## config.mk

```make
export PLATFORM = sky130hd
export DESIGN_NAME = mem_responder
export DESIGN_NICKNAME = d
export VERILOG_FILES = /design/src/rtl/mem_responder.sv
export SDC_FILE = /design/constraint.sdc
export NUM_CORES = 1
export LEC_CHECK = 0
export CAP_MARGIN = 20
export CELL_PAD_IN_SITES_DETAIL_PLACEMENT = 2
export CELL_PAD_IN_SITES_GLOBAL_PLACEMENT = 2
export CORE_MARGIN = 1
export CORE_UTILIZATION = 47
export DETAILED_ROUTE_END_ITERATION = 8
export PLACE_DENSITY = 0.89
export RECOVER_POWER = 25
export SYNTH_ARGS = -nofsm -noshare
export SYNTH_HDL_FRONTEND = slang
export SYNTH_SLANG_ARGS = --single-unit
```

## constraint.sdc

```tcl
create_clock -name clk -period 2.7 [get_ports clk]
set_input_delay 0.54 -clock clk [delete_from_list [all_inputs] [get_ports clk]]
set_output_delay 0.54 -clock clk [all_outputs]
set_load 0.1 [all_outputs]
```

## src/rtl/mem_responder.sv

```systemverilog
// Memory-side responder for PE pointer reads: queues request packets, reads the
// filter or ifmap SRAM and returns one data packet per request to the source node.
module mem_responder #(
    parameter int WIDTH            = 4,
    parameter int VALID_DATA_WIDTH = 8,
    parameter int DATA_WIDTH       = 2*WIDTH + 2 + VALID_DATA_WIDTH,
    parameter int FILTER_DEPTH     = 25,
    parameter int IFMAP_DEPTH      = 49,
    parameter int FIFO_DEPTH       = 4,
    parameter int MY_INDEX         = 0
) (
    input  logic                        clk,
    input  logic                        rst,
    input  logic                        in_valid,
    output logic                        in_ready,
    input  logic [DATA_WIDTH-1:0]       in_data,
    output logic                        out_valid,
    input  logic                        out_ready,
    output logic [DATA_WIDTH-1:0]       out_data,
    input  logic                        load_en,
    input  logic                        load_sel,
    input  logic [VALID_DATA_WIDTH-1:0] load_addr,
    input  logic [VALID_DATA_WIDTH-1:0] load_data,
    output logic                        busy,
    output logic [15:0]                 req_count,
    output logic [7:0]                  err_count
);

    // state    | meaning
    // ST_IDLE  | waiting for a queued request; pops the FIFO head
    // ST_READ  | SRAM lookup, response word registered
    // ST_SEND  | response presented, held until out_ready
    localparam logic [1:0] ST_IDLE = 2'd0;
    localparam logic [1:0] ST_READ = 2'd1;
    localparam logic [1:0] ST_SEND = 2'd2;

    localparam int AW    = VALID_DATA_WIDTH;
    localparam int PTR_W = $clog2(FIFO_DEPTH);
    localparam int CNT_W = PTR_W + 1;
    localparam int FA_W  = $clog2(FILTER_DEPTH);
    localparam int IA_W  = $clog2(IFMAP_DEPTH);
    localparam int RW    = WIDTH + 2 + AW;

    localparam logic [AW-1:0]    FILT_LIM  = AW'(FILTER_DEPTH);
    localparam logic [AW-1:0]    IFM_LIM   = AW'(IFMAP_DEPTH);
    localparam logic [CNT_W-1:0] FIFO_FULL = CNT_W'(FIFO_DEPTH);
    localparam logic [WIDTH-1:0] MY_ID     = WIDTH'(MY_INDEX);

    logic [AW-1:0] filter_mem [FILTER_DEPTH];
    logic [AW-1:0] ifmap_mem  [IFMAP_DEPTH];
    logic [RW-1:0] fifo_mem   [FIFO_DEPTH];

    logic [1:0]            state_q,     state_d;
    logic [PTR_W-1:0]      wr_ptr_q,    wr_ptr_d;
    logic [PTR_W-1:0]      rd_ptr_q,    rd_ptr_d;
    logic [CNT_W-1:0]      count_q,     count_d;
    logic [RW-1:0]         req_q,       req_d;
    logic [DATA_WIDTH-1:0] out_data_q,  out_data_d;
    logic [15:0]           req_count_q, req_count_d;
    logic [7:0]            err_count_q, err_count_d;

    logic          push, pop;
    logic [RW-1:0] req_in;
    logic          dst_unused;
    logic [WIDTH-1:0] req_src;
    logic [1:0]    req_type;
    logic [AW-1:0] req_ptr;
    logic [AW-1:0] rd_word;
    logic          rd_err;

    // The destination field only routed the packet here; it is not stored.
    assign req_in     = {in_data[DATA_WIDTH-1 -: WIDTH], in_data[AW+1:0]};
    assign dst_unused = ^in_data[DATA_WIDTH-WIDTH-1 -: WIDTH];

    assign in_ready  = (count_q != FIFO_FULL);
    assign push      = in_valid && in_ready;
    assign pop       = (state_q == ST_IDLE) && (count_q != '0);
    assign out_valid = (state_q == ST_SEND);
    assign out_data  = out_data_q;
    assign busy      = (count_q != '0) || (state_q != ST_IDLE);
    assign req_count = req_count_q;
    assign err_count = err_count_q;

    assign req_src  = req_q[RW-1 -: WIDTH];
    assign req_type = req_q[AW+1:AW];
    assign req_ptr  = req_q[AW-1:0];

    always_comb begin
        rd_word = '0;
        rd_err  = 1'b0;
        case (req_type)
            2'd2: begin
                if (req_ptr < FILT_LIM) rd_word = filter_mem[req_ptr[FA_W-1:0]];
                else                    rd_err  = 1'b1;
            end
            2'd1: begin
                if (req_ptr < IFM_LIM) rd_word = ifmap_mem[req_ptr[IA_W-1:0]];
                else                   rd_err  = 1'b1;
            end
            default: rd_err = 1'b1;
        endcase
    end

    always_comb begin
        state_d     = state_q;
        wr_ptr_d    = wr_ptr_q;
        rd_ptr_d    = rd_ptr_q;
        count_d     = count_q;
        req_d       = req_q;
        out_data_d  = out_data_q;
        req_count_d = req_count_q;
        err_count_d = err_count_q;

        if (push) wr_ptr_d = wr_ptr_q + 1'b1;
        if (pop) begin
            rd_ptr_d = rd_ptr_q + 1'b1;
            req_d    = fifo_mem[rd_ptr_q];
        end
        case ({push, pop})
            2'b10:   count_d = count_q + 1'b1;
            2'b01:   count_d = count_q - 1'b1;
            default: count_d = count_q;
        endcase

        case (state_q)
            ST_IDLE: if (pop) state_d = ST_READ;
            ST_READ: begin
                out_data_d = {MY_ID, req_src, req_type, rd_word};
                if (rd_err && (err_count_q != 8'hFF)) err_count_d = err_count_q + 8'd1;
                state_d = ST_SEND;
            end
            ST_SEND: begin
                if (out_ready) begin
                    req_count_d = req_count_q + 16'd1;
                    state_d     = ST_IDLE;
                end
            end
            default: state_d = ST_IDLE;
        endcase
    end

    always_ff @(posedge clk or posedge rst) begin
        if (rst) begin
            state_q     <= ST_IDLE;
            wr_ptr_q    <= '0;
            rd_ptr_q    <= '0;
            count_q     <= '0;
            req_q       <= '0;
            out_data_q  <= '0;
            req_count_q <= '0;
            err_count_q <= '0;
        end else begin
            state_q     <= state_d;
            wr_ptr_q    <= wr_ptr_d;
            rd_ptr_q    <= rd_ptr_d;
            count_q     <= count_d;
            req_q       <= req_d;
            out_data_q  <= out_data_d;
            req_count_q <= req_count_d;
            err_count_q <= err_count_d;
        end
    end

    // Storage arrays carry no reset; the FIFO pointers define what is valid.
    always_ff @(posedge clk) begin
        if (push) fifo_mem[wr_ptr_q] <= req_in;
    end

    always_ff @(posedge clk) begin
        if (load_en) begin
            if (!load_sel && (load_addr < FILT_LIM))
                filter_mem[load_addr[FA_W-1:0]] <= load_data;
            if (load_sel && (load_addr < IFM_LIM))
                ifmap_mem[load_addr[IA_W-1:0]] <= load_data;
        end
    end

endmodule
```

======== Yosys cells after proc, flatten, opt, wreduce, memory -nomap -nowiden ========
Memories as Yosys holds them, arrays and structs flattened. A register that Yosys moved wholly into a read port is not among the register bits.
Cells that the tools add are included.
word-level totals
  input bits .............................. 40
  bits in registers ....................... 47
  word-level logic and storage cells ...... 62
  output and inout bits ................... 45
  RAM bits ................................ 648
  memories ................................ 3
memory list
  memory      words  bits a word  read ports  clocked after memory_dff  write ports  line  text
  ifmap_mem   49     8            1           0                         1            50    logic [AW-1:0] ifmap_mem [IFMAP_DEPTH];
  filter_mem  25     8            1           0                         1            49    logic [AW-1:0] filter_mem [FILTER_DEPTH];
  fifo_mem    4      14           1           1                         1            51    logic [RW-1:0] fifo_mem [FIFO_DEPTH];
cells by class
  add/subtract/negate cells ............... 6
  magnitude comparators ................... 4
  reduce and logical (&&, ||, !) cells .... 14
  muxes and demuxes ....................... 18
  equality and inequality tests ........... 10
operators by type and width
  cell                                                    count
  adder 16 x 1 -> 16 bit (second input constant)          1
  < comparator 8 x 5 -> 1 bit (second input constant)     2
  < comparator 8 x 6 -> 1 bit (second input constant)     2
  two-way mux 8 bit                                       2
  case mux 8 bit (2 select lines)                         1
  two-way mux 1 bit                                       10
  adder 8 x 1 -> 8 bit (second input constant)            1
  inequality test 8 bit (second input constant)           1
  equality test 2 x 1 -> 1 bit (second input constant)    3
  equality test 2 bit (second input constant)             3
  case mux 2 bit (3 select lines)                         1
  case mux 3 bit (2 select lines)                         1
  AND reduction 2 bit                                     3
  logical AND 1 bit                                       5
  adder 2 x 1 -> 2 bit (second input constant)            2
  two-way mux 2 bit                                       2
  nonzero test 2 bit                                      2
  adder 3 x 1 -> 3 bit (second input constant)            1
  inequality test 3 bit (second input constant)           1
  nonzero test 3 bit                                      1
  subtractor 3 x 1 -> 3 bit (second input constant)       1
  zero test 2 bit                                         1
  inequality test 2 x 1 -> 1 bit (second input constant)  1
  inequality test 2 bit (second input constant)           1
  other kinds (3)                                         3

======== Logic depth before layout (Yosys ltp) ========
  depth after elaboration ................. 5
  depth in mapped cells ................... 10
  depth with buffers taken out ............ 10

======== Worst setup path after synthesis ========
Ideal clock, no wire load.
  path type ............................... register to register
  start point ............................. register count_q[0]
  end point ............................... register count_q[2]
  data required time ...................... 2,621 ps
  arrival time ............................ 2,852 ps
  path buffers ............................ 0
  library setup time ...................... 79 ps
  stages on the path, launching flop included .. 11
  slack ................................... -231 ps
  period minus slack after synthesis ...... 2,931 ps
  cell sequence ........................... dfrtp_1 > inv_1 > nand3_1 > and2_1 > inv_1 > ha_1 > inv_1 > fa_1 > xor2_1 > nor2_1 > xor2_1
between the ends
  word-level cells in the longest chain between the ends .. 4
  elaborated cells on any way between the ends .. 10
  those cells by class .................... 2 x add/sub; 3 x eq/ne; 1 x mux; 4 x reduce/logical
ends and longest elaborated chain
  item                                                                   line  text
  start, declared                                                        56    logic [CNT_W-1:0] count_q, count_d;
  start signal, assigned                                                 156   count_q <= count_d;
  inequality test 3 bit *                                                75    assign in_ready = (count_q != FIFO_FULL);
  named net in_ready                                                     15    output logic in_ready,
  logical AND 1 bit *                                                    76    assign push = in_valid && in_ready;
  equality test 2 x 1 -> 1 bit or equality test 2 bit (tied branches)    119   case ({push, pop})
  case mux 3 bit (2 select lines) or nonzero test 2 bit (tied branches)  n/a
The timed path passes the listed nets; every way through them passes the cells marked *.
A chain may end at the register's enable or synchronous reset.

======== Worst setup path after layout ========
  start point ............................. register req_q[1] (read register of fifo_mem)
  end point ............................... register out_data_q[6], in the netlist out_data[6]
between the ends
  word-level cells in the longest chain between the ends .. 3
  elaborated cells on any way between the ends .. 7
  those cells by class .................... 2 x order compare; 3 x mux; 2 x memory
ends and longest elaborated chain
  item                                               line    text
  start, declared                                    57      logic [RW-1:0] req_q, req_d;
  memory (49 x 8 bit), or another cell as far along  n/a
  two-way mux 8 bit (on tied branches)               97, 93
  case mux 8 bit (2 select lines) *                  91      case (req_type)
  end signal, assigned                               158     out_data_q <= out_data_d;
  end, declared                                      58      logic [DATA_WIDTH-1:0] out_data_q, out_data_d;
Mark *: on every way between the ends. The rest lies on a longest branch, timed or not.

==> impl_metrics.py <==
metrics = {
    "outcome": {
        "status": "complete, but fails checks",
        "violations": "max-capacitance violations, max-slew violations",
    },
    "floorplanning": {
        "rows": 89,
        "boundaryPins": 85,
        "dieWidth_um": 246.6,
        "dieArea_um2": 60810,
        "core_area_um2": 59020,
        "die_h_um": 246.6,
        "start_util": 0.4764,
    },
    "clock_network": {
        "clkTransAtPathRegs_ns": 0.07,
        "h-tree-depth": 3,
        "cts_buffers": 76,
        "postCtsHoldBufs": 0,
        "cts_root_buffer": "clkbuf_16",
        "clk_path_buf_depth": 3,
        "cts_tree": "done",
        "clock_latency_ns": 0.64,
        "cts_sinks": 709,
    },
    "drt": {
        "wl_um": 101600,
        "drt_iter0_markers": 1715,
        "dr_total_vias": 16800,
        "wl_per_cell_um": 39.35,
        "vias_per_cell": 6.507,
        "ant_nets": 0,
        "firstDrtPassIters": 7,
        "drc_errors": 0,
    },
    "timing": {
        "fin_worst_skew_ns": 0.03196,
        "worst_slack_ns": 0.002101,
        "whs_ns": 0.4396,
        "tightest_slew_ns": 2.117,
        "finalHoldViolCount": 0,
        "rsz0062_at_grt": "false",
        "min_period_ns": 2.698,
        "setup_violations": 0,
        "fin_tns_setup_ns": 0,
        "finalCritPeriodShare": 0.9992,
        "slew_viol_final": 271,
        "slew_headroom": -0.4111,
        "max_freq_mhz": 370.7,
    },
    "logic_synthesis": {
        "synth_top_area_share": 0.6920,
        "syn_area_um2": 28120,
        "synth_area_leaders": "edfxtp_1 69%, mux4_2 7.5%, dfrtp_1 5.4%, mux2_2 3.2%, mux2i_1 2.6%",
        "ys_ff_latch": 709,
        "synth-edff-count": 648,
        "syn_inst": 1527,
        "synth_area_per_cell_um2": 18.41,
        "ys_warn_count": 0,
        "synth_ff_type": "edfxtp_1",
        "async_flop_share": 0.08604,
        "yosysSeqAreaShare": 0.7463,
        "ys_types": 55,
        "synth_area_leader_cell": "edfxtp_1",
    },
    "placement": {
        "place_ws_ns": -0.2547,
        "gp_congestion": 0.8553,
        "io_buffers": 76,
        "dpl.hpwl_um": 60070,
        "dp.cells": 2443,
    },
    "critical_path": {
        "ff2ff_path_depth": 6,
        "crit_path_start_kind": "register",
        "endpoint_kind": "register",
        "reg2reg_to": "out_data[6]$_DFFE_PP0P_",
        "worstPathArrival_ns": 3.20,
        "required_ns": 3.20,
        "crit_type": "reg -> reg",
        "cp_max_fo": 51,
        "cp-startpoint": "req_q[1]$_DFFE_PP0P_",
        "worstSetupEndpoint": "out_data[6]$_DFFE_PP0P_",
        "ff2ff_setup_slack_ns": 0.002,
        "worstReg2RegStart": "req_q[1]$_DFFE_PP0P_",
    },
    "finish": {
        "drive_gt1_frac": 0.2797,
        "fillerInstances": 5005,
        "syn2layout_area_growth_pct": 17.65,
        "final_net_count": 1800,
        "antennaDiodeCount": 0,
        "stdcell_count": 2582,
    },
    "hold_path": {
        "hold_class": "in -> reg",
    },
    "global_routing": {
        "antenna_found_initial": 1,
        "grt_max_degree": 75,
        "grt_remaining_overflow": 0,
        "grt_first_pass_wirelength_um": 143800,
        "grt_pass1_vias": 17950,
        "grt_usage": 0.3414,
    },
    "flow_run": {
        "cap_violations": 6,
    },
    "power_and_ir_drop": {
        "power_density_nw_per_um2": 1049,
        "p_leak_nw": 11.23,
        "peakVddDrop_mv": 0.9849,
    },
}
## through the flow
stage                     utilization  power [W]  area (um^2)
after floorplan                     -    0.02003        28130
after global placement         0.5176    0.02245        30550
after detailed placement       0.5176    0.02334        30550
after CTS                      0.5608    0.03466        33100
after global routing           0.5605    0.03545        33080
final                          0.5605    0.03470        33080
## metal layers
metal	part of all wire	routed length, um	GRT usage	vias to the layer above
li1	-	-	-	6513
met1	0.38	38830	0.4406	9060
met2	0.50	50830	0.5701	974
met3	0.073	7377	0.06133	251
met4	0.045	4550	0.1418	2
met5	0.00012	12	0	-
## critical path: stages, from the launching register on
cell      delay [ns]
dfrtp_2         0.61
buf_16          0.33
nand2_1         0.32
o22ai_1         0.36
nor3_1          0.14
a2111o_1        0.41
a31oi_1         0.37
## what timing repair did
item,4_1_cts,5_1_grt
setup buffers,2,0
gates resized for setup,9,9
pin swaps,1,0
setup endpoints to repair,6,8
## cell usage in the layout (no fill, tap or decap), drive strengths merged, types with 3 or more instances in the layout
| cell type | instances |
|---|---|
| clkinv | 30 |
| nor2b | 16 |
| mux4 | 94 |
| o22ai | 40 |
| nor2 | 110 |
| nand2b | 9 |
| a22oi | 48 |
| a21oi | 32 |
| o21ai | 17 |
| nand4 | 7 |
| mux2i | 73 |
| nor3 | 34 |
| mux2 | 82 |
| buf | 188 |
| xnor2 | 15 |
| a31oi | 8 |
| and3 | 7 |
| nor4bb | 7 |
| conb | 4 |
| ha | 9 |
| nand3 | 21 |
| inv | 17 |
| bufinv | 8 |
| clkbuf | 101 |
| and2 | 5 |
| or2 | 4 |
| and3b | 3 |
| nor3b | 4 |
| a2111o | 8 |
| dfrtp | 61 |
| nand2 | 43 |
| edfxtp | 648 |
| dlygate4sd3 | 15 |
| xor2 | 12 |
| clkdlybuf4s50 | 12 |
## flip-flops by register name, summed over array words and instances (netlist names)
name / flops
ifmap_mem: 392
filter_mem: 200
fifo_mem: 56
req_count: 16
out_data: 14
req_q: 14
err_count: 8
count_q: 3
rd_ptr_q: 2
state_q: 2
wr_ptr_q: 2
## where the power goes
group | switching (W) | internal [W] | total (W)
Sequential | 0.000760 | 0.0125 | 0.0133
Clock | 0.00471 | 0.00619 | 0.0109
Combinational | 0.00656 | 0.00394 | 0.0105
Total | 0.0120 | 0.0227 | 0.0347
## cell families after synthesis
group | Yosys count | share of synthesized area
fa+ha+maj | 10 | 0.004717
flops | 709 | 0.7463
mux | 249 | 0.1341
other cells | 1 | 0.0001334
simple gates | 280 | 0.04873
compound gates | 157 | 0.03751
xor+xnor | 27 | 0.008410
buf+inv | 94 | 0.02007
## area by class of cell
cell class,count,area [um^2],share of cell area
Timing Repair Buffer,223,1914,0.05787
Clock inverter,44,435.4,0.01316
Inverter,13,48.80,0.001475
Tap cell,773,967.2,0.02924
Clock buffer,93,2049,0.06195
Sequential cell,709,20990,0.6346
Multi-Input combinational cell,727,6673,0.2017
## cells in the mapped netlist, types with 3 or more instances
master    instances
nor2_1          109
a21oi_1          32
dfrtp_1          61
or2_2             3
nor3_1           34
nand3_1          21
clkbuf_1         31
and3b_1           3
xnor2_1          15
buf_1             3
a2111o_1          8
nor3b_1           3
edfxtp_1        648
a31oi_1           8
nor4bb_1          7
o21ai_0           9
mux2_1            3
buf_6             6
nand2_1          43
and3_1            7
nand2b_1          9
buf_12            3
and2_1            5
mux2i_1          73
inv_1            13
o22ai_1          40
nor2b_1          16
mux4_2           94
o21ai_1           8
buf_4            20
a22oi_1          48
ha_1              9
xor2_1           12
nand4_1           7
mux2_2           79
buf_2            15
## how the worst min path moves through the flow
stage	startpoint	end	cells after the start	slack, ns
2_1_floorplan	count_q[0]$_DFFE_PP0P_	count_q[0]$_DFFE_PP0P_	1	0.47
3_3_place_gp	req_count[15]$_DFFE_PP0P_	req_count[15]$_DFFE_PP0P_	1	0.46
3_5_place_dp	req_count[15]$_DFFE_PP0P_	req_count[15]$_DFFE_PP0P_	1	0.47
4_1_cts	load_data[6]	ifmap_mem[29][6]$_DFFE_PP_	1	0.29
5_1_grt	load_data[6]	ifmap_mem[29][6]$_DFFE_PP_	1	0.46
6_report	load_data[6]	ifmap_mem[29][6]$_DFFE_PP_	1	0.44
No activity file was read; power rests on OpenSTA's default activity.
